File: config.mk
export PLATFORM = sky130hd
export DESIGN_NAME = mem_access_stage_flat
export DESIGN_NICKNAME = d
export VERILOG_FILES = /design/src/rtl/mem_access_stage_if.sv /design/src/rtl/mem_access_stage.sv /design/src/flat_wrapper.sv
export SDC_FILE = /design/constraint.sdc
export NUM_CORES = 1
export LEC_CHECK = 0
export CAP_MARGIN = 10
export CORE_MARGIN = 5
export CORE_UTILIZATION = 42
export CTS_BUF_LIST = sky130_fd_sc_hd__clkbuf_4
export DETAILED_ROUTE_END_ITERATION = 8
export HOLD_SLACK_MARGIN = 0.05
export PLACE_DENSITY = 0.83
export SETUP_SLACK_MARGIN = 0.05
export SYNTH_ARGS = -nofsm -noshare
export SYNTH_HDL_FRONTEND = slang
export SYNTH_SLANG_ARGS = --single-unit
export TNS_END_PERCENT = 100
File: constraint.sdc
create_clock -name clk -period 2 [get_ports clk]
set_input_delay 0.4 -clock clk [delete_from_list [all_inputs] [get_ports clk]]
set_output_delay 0.4 -clock clk [all_outputs]
set_load 0.03 [all_outputs]
File: src/rtl/mem_access_stage_if.sv
// Data-memory request/response bus between the MEM pipeline stage and the data memory.
// The stage drives the request side; the memory answers with ready and read data.
interface mem_access_stage_if;
  logic        req;
  logic        we;
  logic [31:0] addr;
  logic [31:0] wdata;
  logic [31:0] rdata;
  logic        ready;

  modport master (output req, we, addr, wdata, input rdata, ready);
  modport slave  (input req, we, addr, wdata, output rdata, ready);
endinterface

File: src/rtl/mem_access_stage.sv
// MEM pipeline stage: EX/MEM register plus a two-state data-memory access controller.
// The controller stretches the stage through memory wait states and flags misaligned word accesses.
module mem_access_stage #(
  parameter logic [2:0] LOAD_SEL = 3'b001
) (
  input  logic                       clk,
  input  logic                       rst,
  input  logic                       RegWriteE,
  input  logic                       MemWriteE,
  input  logic                       jumpE,
  input  logic [2:0]                 MemtoRegE,
  input  logic [4:0]                 WriteRegE,
  input  logic [31:0]                ALUMultOutE,
  input  logic [31:0]                WriteDataE,
  input  logic [31:0]                PCPlus4E,
  input  logic                       StallM,
  input  logic                       FlushM,
  output logic                       RegWriteM,
  output logic                       jumpM,
  output logic [2:0]                 MemtoRegM,
  output logic [4:0]                 WriteRegM,
  output logic [31:0]                ALUOutM,
  output logic [31:0]                PCPlus4M,
  output logic [31:0]                ReadDataM,
  output logic                       MemBusyM,
  output logic                       AlignErrM,
  mem_access_stage_if.master         dmem
);

  typedef enum logic {IDLE, WAIT} state_e;

  state_e      stateReg, stateNext;
  logic        regWriteReg;
  logic        memWriteReg;
  logic [31:0] writeDataReg;
  logic        doneReg;
  logic        alignSeenReg;

  logic        isLoadSel;
  logic        isLoad;
  logic        accessValid;
  logic        misaligned;
  logic        reqInt;
  logic        complete;
  logic        hold;

  // A store wins if the decoder ever sets both store and word-load select.
  always_comb begin
    isLoadSel   = (MemtoRegM == LOAD_SEL);
    isLoad      = isLoadSel & ~memWriteReg;
    accessValid = (memWriteReg | isLoadSel) & ~doneReg;
    misaligned  = accessValid & (ALUOutM[1:0] != 2'b00);
  end

  always_ff @(posedge clk or negedge rst) begin
    if (!rst) begin
      stateReg <= IDLE;
    end else begin
      stateReg <= stateNext;
    end
  end

  always_comb begin
    stateNext = stateReg;
    reqInt    = 1'b0;
    case (stateReg)
      IDLE: begin
        reqInt = accessValid & ~misaligned;
        if (reqInt && !dmem.ready) begin
          stateNext = WAIT;
        end
      end
      WAIT: begin
        reqInt = 1'b1;
        if (dmem.ready) begin
          stateNext = IDLE;
        end
      end
      default: stateNext = IDLE;
    endcase
  end

  assign complete   = reqInt & dmem.ready;
  assign MemBusyM   = reqInt & ~dmem.ready;
  assign hold       = StallM | MemBusyM;

  assign dmem.req   = reqInt;
  assign dmem.we    = reqInt & memWriteReg;
  assign dmem.addr  = ALUOutM;
  assign dmem.wdata = writeDataReg;

  assign AlignErrM  = misaligned;
  // A faulting instruction must not write back, even while it sits stalled in M.
  assign RegWriteM  = regWriteReg & ~misaligned & ~alignSeenReg;

  always_ff @(posedge clk or negedge rst) begin
    if (!rst) begin
      regWriteReg  <= 1'b0;
      memWriteReg  <= 1'b0;
      jumpM        <= 1'b0;
      MemtoRegM    <= 3'd0;
      WriteRegM    <= 5'd0;
      ALUOutM      <= 32'd0;
      writeDataReg <= 32'd0;
      PCPlus4M     <= 32'd0;
      ReadDataM    <= 32'd0;
      doneReg      <= 1'b0;
      alignSeenReg <= 1'b0;
    end else begin
      if (!hold) begin
        if (FlushM) begin
          regWriteReg  <= 1'b0;
          memWriteReg  <= 1'b0;
          jumpM        <= 1'b0;
          MemtoRegM    <= 3'd0;
          WriteRegM    <= 5'd0;
          ALUOutM      <= 32'd0;
          writeDataReg <= 32'd0;
          PCPlus4M     <= 32'd0;
        end else begin
          regWriteReg  <= RegWriteE;
          memWriteReg  <= MemWriteE;
          jumpM        <= jumpE;
          MemtoRegM    <= MemtoRegE;
          WriteRegM    <= WriteRegE;
          ALUOutM      <= ALUMultOutE;
          writeDataReg <= WriteDataE;
          PCPlus4M     <= PCPlus4E;
        end
      end
      // Progress flags belong to the instruction in M and die when it leaves.
      doneReg      <= hold & (doneReg | complete | misaligned);
      alignSeenReg <= hold & (alignSeenReg | misaligned);
      if (complete && isLoad) begin
        ReadDataM <= dmem.rdata;
      end
    end
  end

endmodule
File: src/flat_wrapper.sv
// flat-port wrapper written by rule: the top's interface ports become plain ports
module mem_access_stage_flat 
#(
  parameter logic [2:0] LOAD_SEL = 3'b001
)
  (clk, rst, RegWriteE, MemWriteE, jumpE, MemtoRegE, WriteRegE, ALUMultOutE, WriteDataE, PCPlus4E, StallM, FlushM, RegWriteM, jumpM, MemtoRegM, WriteRegM, ALUOutM, PCPlus4M, ReadDataM, MemBusyM, AlignErrM, dmem_req, dmem_we, dmem_addr, dmem_wdata, dmem_rdata, dmem_ready);
  mem_access_stage_if dmem_i ();
  input  logic clk;
  input  logic rst;
  input  logic RegWriteE;
  input  logic MemWriteE;
  input  logic jumpE;
  input  logic [2:0] MemtoRegE;
  input  logic [4:0] WriteRegE;
  input  logic [31:0] ALUMultOutE;
  input  logic [31:0] WriteDataE;
  input  logic [31:0] PCPlus4E;
  input  logic StallM;
  input  logic FlushM;
  output logic RegWriteM;
  output logic jumpM;
  output logic [2:0] MemtoRegM;
  output logic [4:0] WriteRegM;
  output logic [31:0] ALUOutM;
  output logic [31:0] PCPlus4M;
  output logic [31:0] ReadDataM;
  output logic MemBusyM;
  output logic AlignErrM;
  output wire logic [$bits(dmem_i.req)-1:0] dmem_req;
  output wire logic [$bits(dmem_i.we)-1:0] dmem_we;
  output wire logic [$bits(dmem_i.addr)-1:0] dmem_addr;
  output wire logic [$bits(dmem_i.wdata)-1:0] dmem_wdata;
  input wire logic [$bits(dmem_i.rdata)-1:0] dmem_rdata;
  input wire logic [$bits(dmem_i.ready)-1:0] dmem_ready;
  assign dmem_req = dmem_i.req;
  assign dmem_we = dmem_i.we;
  assign dmem_addr = dmem_i.addr;
  assign dmem_wdata = dmem_i.wdata;
  assign dmem_i.rdata = dmem_rdata;
  assign dmem_i.ready = dmem_ready;
  mem_access_stage #(.LOAD_SEL(LOAD_SEL)) u_core (.clk(clk), .rst(rst), .RegWriteE(RegWriteE), .MemWriteE(MemWriteE), .jumpE(jumpE), .MemtoRegE(MemtoRegE), .WriteRegE(WriteRegE), .ALUMultOutE(ALUMultOutE), .WriteDataE(WriteDataE), .PCPlus4E(PCPlus4E), .StallM(StallM), .FlushM(FlushM), .RegWriteM(RegWriteM), .jumpM(jumpM), .MemtoRegM(MemtoRegM), .WriteRegM(WriteRegM), .ALUOutM(ALUOutM), .PCPlus4M(PCPlus4M), .ReadDataM(ReadDataM), .MemBusyM(MemBusyM), .AlignErrM(AlignErrM), .dmem(dmem_i));
endmodule
---- Word-level counts from Yosys, hierarchy flattened ----
Cells that the tools add are included.
cells by class
  eq/ne operators ......................... 1
  multiplexer cells ....................... 12
  bitwise logic cells ..................... 22
  reductions and logical operators ........ 4
operators by type and width
  cell                number
  $mux 32             3
  $and 1x1->1         11
  $not 1->1           6
  $mux 1              5
  $mux 5              1
  $or 1x1->1          5
  $pmux 1 s2          2
  $eq 3x1->1 const B  1
  $mux 3              1
  $logic_and 1x1->1   2
  $reduce_bool 2->1   1
  $logic_not 1->1     1
word-level totals
  bits in registers ....................... 142
  logic and storage cells ................. 51

---- Depth between registers and ports, before layout ----
Gate-level depths: netlist of the first run.
  depth after elaboration ................. 11
  mapped depth ............................ 8
  mapped depth without buffers ............ 4

---- Worst setup path after synthesis of the first run ----
Ideal clock, no wire load.
  path kind ............................... flip-flop to output port
  start ................................... register u_core.MemtoRegM[0]
  end ..................................... output RegWriteM
  arrival time ............................ 2248 ps
  data required time ...................... 1600 ps
  setup slack ............................. -648 ps
  stages on the path, launching flop included .. 5
  path buffers ............................ 0
  path through ............................ dfrtp_1 -> nor3b_1 -> or2_2 -> nor3b_1 -> nor3b_1
on the way
  word-level cells in the longest chain between the ends .. 7
RTL lines
  what                      RTL line                 source
  from (decl)               mem_access_stage.sv:20   output logic [2:0] MemtoRegM,
  from (signal assigned)    mem_access_stage.sv:124  MemtoRegM <= MemtoRegE;
  $eq 3x1->1                mem_access_stage.sv:49   isLoadSel = (MemtoRegM == LOAD_SEL);
  $or 1x1->1                mem_access_stage.sv:51   accessValid = (memWriteReg | isLoadSel) & ~doneReg;
  $and 1x1->1               mem_access_stage.sv:51
  $and 1x1->1               mem_access_stage.sv:52   misaligned = accessValid & (ALUOutM[1:0] != 2'b00);
  named net AlignErrM       flat_wrapper.sv:28       output logic AlignErrM;
  $not 1->1                 mem_access_stage.sv:94   assign RegWriteM = regWriteReg & ~misaligned & ~alignSeenReg;
  $and 1x1->1 (2 in a row)  mem_access_stage.sv:94
  to (decl)                 flat_wrapper.sv:20       output logic RegWriteM;
The timed path passes the listed nets, and every way through them passes these cells.

---- Worst setup path in the final report of the first run ----
  start ................................... register u_core.MemtoRegM[0]
  end ..................................... output dmem_req
on the way
  word-level cells in the longest chain between the ends .. 7
RTL lines
  what           RTL line                source
  $eq 3x1->1 *   mem_access_stage.sv:49
  $or 1x1->1 *   mem_access_stage.sv:51
  $and 1x1->1 *  mem_access_stage.sv:51
  $and 1x1->1    mem_access_stage.sv:52
  $not 1->1      mem_access_stage.sv:68  reqInt = accessValid & ~misaligned;
  $and 1x1->1 *  mem_access_stage.sv:68
  $pmux 1 s2 *   mem_access_stage.sv:66  case (stateReg)
  to (decl)      flat_wrapper.sv:29      output wire logic [$bits(dmem_i.req)-1:0] dmem_req;
Every way passes the cells marked *; elsewhere a longest branch is shown, timed or not.

==> results of run 1 <==
cells by family (layout without fill, tap and decap cells):
| kind of cell | after synthesis | count (layout) | share of synthesized area (%) |
|---|---|---|---|
| simple gates | 118 | 118 | 11.5 |
| buf+inv | 60 | 378 | 6.23 |
| compound gates | 12 | 12 | 1.43 |
| other cells | 0 | 1 | 0 |
| flops | 142 | 142 | 54.9 |
| mux | 136 | 136 | 25.9 |
metrics by stage:
stage	utilization, %	setup slack [ns]	setup TNS [ns]
final	66.0	-0.283	-1.10
after floorplan	-	0.0615	0
after global placement	64.7	-0.159	-12.18
after detailed placement	64.7	-0.274	-18.13
after CTS	65.7	-0.359	-1.30
after global routing	66.0	-0.415	-1.75
what timing repair did:
item	CTS	global route
gates resized for setup	181	12
pin swaps	4	3
buffers inserted	5	3
hold endpoints to repair	40	0
hold buffers	1	0
endpoints found under the setup margin	205	27
cells in the mapped netlist:
master     count  area, um^2
a21o_1         2        15.0
nor2b_1      104         651
inv_1          1        3.75
a22oi_1        1        7.51
clkbuf_1      11        41.3
nor4_2         1        12.5
nor2b_4        1        13.8
buf_4         32         240
nand2b_1       1        6.26
dfrtp_1      142        3550
or2_2          1        6.26
nor3b_1        3        22.5
nor2_1         3        11.3
buf_2         10        50.1
o21ai_0        2        10.0
o32a_1         2        20.0
nor3_1         2        10.0
mux2_4        38         571
buf_6          6        67.6
o2111ai_1      1        8.76
a22o_1         3        26.3
mux2_2        98        1100
a21oi_1        1        5.00
nand3_1        1        5.00
or2_0          1        6.26
metal layers:
layer / global-route usage (%) / vias up
met5: 0 / -
met4: 7.07 / 0
met3: 8.36 / 32
met2: 32.8 / 243
met1: 22.7 / 2290
li1: - / 2159
power by group through the flow:
stage | combinational [mW] | clock, mW | sequential, mW
2_1_floorplan | 1.64 | 0 | 5.47
3_3_place_gp | 5.29 | 0 | 4.06
3_5_place_dp | 5.37 | 0 | 4.09
4_1_cts | 4.86 | 1.93 | 4.02
5_1_grt | 5.09 | 2.05 | 4.11
6_report | 4.84 | 1.85 | 4.01
how the worst max path moves through the flow:
stage | startpoint | endpoint | slack, ns | cells past startpoint
3_5_place_dp | dmem_ready | u_core.ALUOutM[13] | -0.27 | 5
2_1_floorplan | u_core.ALUOutM[1] | u_core.ALUOutM[24] | 0.06 | 6
6_report | u_core.MemtoRegM[0] | dmem_req | -0.28 | 6
3_3_place_gp | dmem_ready | u_core.ALUOutM[12] | -0.16 | 5
4_1_cts | u_core.MemtoRegM[0] | RegWriteM | -0.36 | 5
5_1_grt | u_core.MemtoRegM[1] | AlignErrM | -0.42 | 5
state kept, by name (all words and copies together), names as in the netlist:
signal and flops:
u_core.PCPlus4M 32, u_core.alignSeenReg 1, u_core.MemtoRegM 3, u_core.memWriteReg 1
u_core.doneReg 1, u_core.WriteRegM 5, u_core.ALUOutM 32, u_core.jumpM 1
u_core.regWriteReg 1, u_core.stateReg 1, u_core.ReadDataM 32, u_core.dmem.wdata 32
final cells by class:
| type | instances | area, um^2 |
|---|---|---|
| multi-input combinational | 266 | 2600 |
| fill | 1196 | 5150 |
| clock buffer | 17 | 128 |
| tap | 188 | 235 |
| timing repair buffer | 346 | 3320 |
| sequential | 142 | 3560 |
| antenna | 1 | 2.50 |
| clock inverter | 14 | 151 |
| inverter | 1 | 3.75 |
==> results by group, run 1 <==
Critical path
  • Crit-path cells: nor3b_4 -> or2_4 -> buf_4 -> buf_6 -> a21o_1 -> buf_6
  • CP max stage delay: 0.43 ns
  • FF-to-FF End: u_core.dmem.wdata[12]
  • Critical R2R Launch: u_core.MemtoRegM[0]
  • CP Max Fanout: 3
  • Reg2Reg Depth: 7
  • CP required: 1.60 ns
  • Crit-path leading delay family: flip-flops
  • CP Class: flip-flop to primary output
  • Reg2Reg Setup Slack: 0.05 ns
  • Critical path's most frequent cell: buf_6
  • Startpoint Class: flip-flop
  • CP arrival: 1.88 ns
  • Crit-path slowest cell: dfrtp_2
  • Sum of buffers and inverters on the critical path: 3
  • Endpoint class of the critical path: primary output

Route
  • Post-Route WL: 17500 um
  • Antenna violation net count after detailed routing: 0
  • Routed len/inst: 18.0 um
  • Metal1 wirelength: 6850 um
  • DR vias/cell: 4.85
  • Initial DRC Count: 163
  • DRC: 0
  • Via count: 4724
  • Met3 routed WL: 1660 um
  • Highest routed metal layer: met4
  • Met2 Wirelength: 8640 um
  • Drt first pass iters: 4

Cells and area
  • Post-route insts no fill: 975
  • Most common cell after layout, fill and taps aside: dlygate4sd2_1
  • Final nets: 918
  • Area grow syn2layout: 54.5%
  • Design area: 9990 um^2
  • Share of cells above drive strength 1: 27.1%
  • Commonest cells after routing, fill and taps aside: dlygate4sd2_1, clkdlybuf4s50_1, dfrtp_1

Synthesis
  • Mapped Nets: 612
  • Synth Register Bits: 142
  • Avg Synthesized Cell Area: 13.8 um^2
  • Register area share after synthesis: 54.9%
  • Warnings, synthesis: 0
  • Synthesized cell area: 6470 um^2
  • Synth cell types: 25
  • Gate Count Post-Synth: 468

Power and ir drop
  • P_int: 6.50 mW
  • Logic gate share of total power: 45.3%
  • Design Power: 10.7 mW
  • PwrDens: 1070 nW/um^2
  • Clk network pwr share: 17.3%
  • Peak VDD IR: 0.492 mV
  • Switching part of the total: 39.3%
  • Total leakage power: 4.95 nW
  • NetSw: 4.20 mW
  • Fraction of power consumed by sequential logic: 37.5%

Floorplan
  • Die Y: 134 um
  • I/O pin cnt: 318
  • Rows: 45
  • Core area: 15100 um^2
  • Die Width: 134 um
  • Initial Util: 42.7%
  • Total die area: 18000 um^2

CTS
  • H-tree Lvls: 4
  • Max Buffers Root-to-Sink: 2
  • Clock Latency Late Sink: 0.53 ns
  • Clk slew on worst S/H paths: 0.12 ns
  • Root Driver: clkbuf_4
  • CTS buffer count: 17
  • CTS Sinks: 142
  • CTS tree: built

STA
  • Relative slew margins: 68.7%
  • Measured slew at the worst slew-check pin: 0.469 ns
  • RSZ-0062 raised after global routing: yes
  • Fin crit share: 114%
  • Hold slack: 0.330 ns
  • Final hold vios: 0
  • Pins Over Slew Limit: 0
  • Final setup fails: 5
  • Layout Skew: 0.0200 ns
  • Fin crit period: 2.28 ns
  • FMAX: 438 MHz
  • Fin worst setup slack: -0.283 ns

Placed design
  • Detailed placement HPWL: 13000 um
  • Placer's final routability congestion estimate: 0.805
  • Placed cells: 934
  • DP Area: 9790 um^2
  • # port buffers: 317

Global routing
  • Antenna violations before repair: 1
  • GRT Overall Usage: 19.6%
  • Vias in the first global route: 5298
  • GRT overflow: 0
  • First-pass GRT wire length: 27900 um
  • Largest net degree at the start of global routing: 107

Run
  • Maxcap violations: 0

Min path
  • Worst min path class: input pin to asynchronous set/reset pin

Run status
  • Status: finished with violations
  • Failing checks: negative setup slack
No activity file was read; power rests on OpenSTA's default activity.
==> run 2: changes to the inputs <==
==> constraint.sdc (replaced) <==
create_clock -name clk -period 2.3 [get_ports clk]
set_input_delay 0.46 -clock clk [delete_from_list [all_inputs] [get_ports clk]]
set_output_delay 0.46 -clock clk [all_outputs]
set_load 0.03 [all_outputs]
==> run 2 against run 1 <==
Effect of this change: the flow still finishes with violations (negative setup slack); count of clock-buffer cells in the layout increased by 2; setup slack improved by 0.24 ns; clock power down 23%; utilization is 0.54 points higher; sequential share of layout area decreased by 0.27 points; hold slack improved by 0.066 ns; final cell count down 0.10%; wire length grew 2.1%.
==> results by group, run 2 (same netlist as run 1, synthesis figures left out) <==
Floorplan
  • I/O pin cnt: 318 (unchanged)
  • Die Y: 134 um (unchanged)
  • Core area: 15100 um^2 (unchanged)
  • Initial Util: 42.7% (unchanged)
  • Rows: 45 (unchanged)
  • Die Width: 134 um (unchanged)
  • Total die area: 18000 um^2 (unchanged)

STA
  • Layout Skew: 0.0154 ns (-0.00455 ns)
  • Fin crit share: 102%
  • Fin crit period: 2.34 ns
  • FMAX: 427 MHz
  • Measured slew at the worst slew-check pin: 0.376 ns (-0.0935 ns)
  • Fin worst setup slack: -0.0403 ns (+0.242 ns)
  • Hold slack: 0.396 ns (+0.0658 ns)
  • Pins Over Slew Limit: 0 (unchanged)
  • Final hold vios: 0 (unchanged)
  • Relative slew margins: 74.9% (+6.2 points)
  • RSZ-0062 raised after global routing: yes
  • Final setup fails: 1 (-4)

Cells and area
  • Commonest cells after routing, fill and taps aside: clkdlybuf4s50_1, dfrtp_1, nor2b_1
  • Area grow syn2layout: 55.8%
  • Share of cells above drive strength 1: 27.0% (-0.13 points)
  • Fillers: 1082 (-9.5%)
  • Final Util: 66.5% (+0.54 points)
  • Most common cell after layout, fill and taps aside: clkdlybuf4s50_1
  • Ant. Diodes: 0 (-1)
  • Design area: 10100 um^2 (+0.81%)
  • Final nets: 917 (-0.11%)

Critical path
  • Crit-path leading delay family: buffers and inverters
  • CP Max Fanout: 3 (unchanged)
  • Reg2Reg Depth: 6 (-1)
  • CP max stage delay: 0.52 ns (+0.09 ns)
  • Critical R2R Launch: u_core.ALUOutM[0]
  • FF-to-FF End: u_core.ALUOutM[22]
  • Reg2Reg Setup Slack: 0.29 ns (+0.24 ns)
  • Critical path depth: 5 (-1)
  • CP required: 1.84 ns (+0.24 ns)
  • Crit-path cells: clkdlybuf4s50_1 -> nor4_4 -> buf_4 -> o32a_1 -> buf_12
  • CP Class: input pin to primary output
  • Endpoint class of the critical path: primary output
  • Startpoint Class: input pin
  • Sum of buffers and inverters on the critical path: 3 (unchanged)
  • Crit-path slowest cell: clkdlybuf4s50_1
  • CP arrival: 1.88 ns (about the same)

Power and ir drop
  • Peak VDD IR: 0.699 mV (+42%)
  • Total leakage power: 4.46 nW (-10%)
  • PwrDens: 954 nW/um^2 (-11%)
  • Design Power: 9.62 mW (-10%)

Route
  • Post-Route WL: 17900 um (+2.1%)
  • Antenna violation net count after detailed routing: 0 (unchanged)
  • DRC: 0 (unchanged)
  • DR vias/cell: 4.80 (-0.96%)
  • Via count: 4674 (-1.1%)
  • Routed len/inst: 18.4 um (+2.2%)
  • Drt first pass iters: 4 (unchanged)
  • Initial DRC Count: 117 (-28%)

Global routing
  • Largest net degree at the start of global routing: 53 (-50%)
  • GRT overflow: 0 (unchanged)
  • First-pass GRT wire length: 28400 um (+2.1%)
  • Vias in the first global route: 5170 (-2.4%)
  • Antenna violations before repair: 1 (unchanged)
  • GRT Overall Usage: 20.2% (+0.52 points)

CTS
  • Clock Latency Late Sink: 0.53 ns (about the same)
  • Clk slew on worst S/H paths: 0.11 ns (about the same)
  • Root Driver: clkbuf_4
  • Max Buffers Root-to-Sink: 2 (unchanged)
  • CTS buffer count: 17 (unchanged)
  • H-tree Lvls: 4 (unchanged)
  • CTS Sinks: 142 (unchanged)
  • CTS tree: built

Placed design
  • # port buffers: 317 (unchanged)
  • Detailed placement HPWL: 13500 um (+3.6%)
  • Placer's final routability congestion estimate: 0.843 (+4.7%)
  • DP Area: 9700 um^2 (-0.97%)

Run status
  • Failing checks: negative setup slack
  • Status: finished with violations

Run
  • Maxcap violations: 0 (unchanged)

Min path
  • Worst min path class: input pin to asynchronous set/reset pin
-- run 2: changes by cell type in the layout (fill, tap and decap cells not counted), sizes merged --
| cell | change |
|---|---|
| dlygate4sd2 | -161 |
| bufinv | -2 |
| diode | -1 |
| clkdlybuf4s15 | -1 |
| buf | -2 |
| clkdlybuf4s50 | +163 |
| clkinvlp | +1 |
| dlymetal6s2s | +2 |
-- run 2: layer usage --
metal  share of wire [%]  routed length, um  track usage (%)  up-vias
li1                    -                  -                -     2147
met1                  37               6540             21.9     2303
met2                  53               9480             36.0      198
met3                 8.9               1590             8.14       24
met4                 1.5                275             6.39        2
met5               0.039                  7                0        -
-- run 2: worst max-delay path by stage --
stage | from | end | slack (ns)
global placement | dmem_ready | u_core.ALUOutM[17] | 0.09
CTS | u_core.MemtoRegM[0] | RegWriteM | -0.1
global route | u_core.ALUOutM[0] | MemBusyM | -0.14
finish | dmem_ready | MemBusyM | -0.04
floorplan | u_core.MemtoRegM[0] | RegWriteM | 0.06
detailed placement | dmem_ready | u_core.ALUOutM[17] | 0.002
-- run 2: metrics by stage --
step / worst slack (ns) / TNS (ns) / instances
finish: -0.0403 / -0.0403 / 974
CTS: -0.0980 / -0.220 / 968
floorplan: 0.0580 / 0 / 468
global route: -0.138 / -0.364 / 974
global placement: 0.0877 / 0 / 930
detailed placement: 0.00177 / 0 / 930
-- run 2: report_power, final --
part	internal, mW	switching, mW
Clock	0.543	0.890
Combinational	2.25	2.41
Sequential	3.13	0.400
-- run 2: worst reg2reg max path, stage by stage (launching register included) --
cell and delay (ns):
dfrtp_2 0.48, nor4_4 0.33, buf_4 0.17, buf_4 0.10, a21o_4 0.17, buf_12 0.26
mux2_2 0.40
-- run 2: layout make-up --
class | instances | area [um^2] | share of cell area [%]
clock inverters | 13 | 100 | 0.994
multi-input cells | 266 | 2570 | 25.5
well taps | 188 | 235 | 2.33
clock buffers | 19 | 143 | 1.42
inverters | 1 | 3.75 | 0.0373
repair buffers | 345 | 3470 | 34.4
flip-flops and latches | 142 | 3560 | 35.3
-- run 2: what timing repair did --
item | 4_1_cts | 5_1_grt
hold buffers | 1 | 0
endpoints found under the hold margin | 33 | 0
gates resized for setup | 16 | 7
endpoints found under the setup margin | 9 | 7
buffers inserted | 5 | 6
pin swaps | 5 | 3
==> run 3: changes to the inputs <==
--- a/config.mk
+++ b/config.mk
@@ -9,6 +9,7 @@
 export CORE_MARGIN = 5
 export CORE_UTILIZATION = 42
 export CTS_BUF_LIST = sky130_fd_sc_hd__clkbuf_4
+export CTS_CLUSTER_DIAMETER = 120
 export DETAILED_ROUTE_END_ITERATION = 8
 export HOLD_SLACK_MARGIN = 0.05
 export PLACE_DENSITY = 0.83
==> results of run 3 <==
No change in the layout: final DEF, timing and power equal those of run 2.
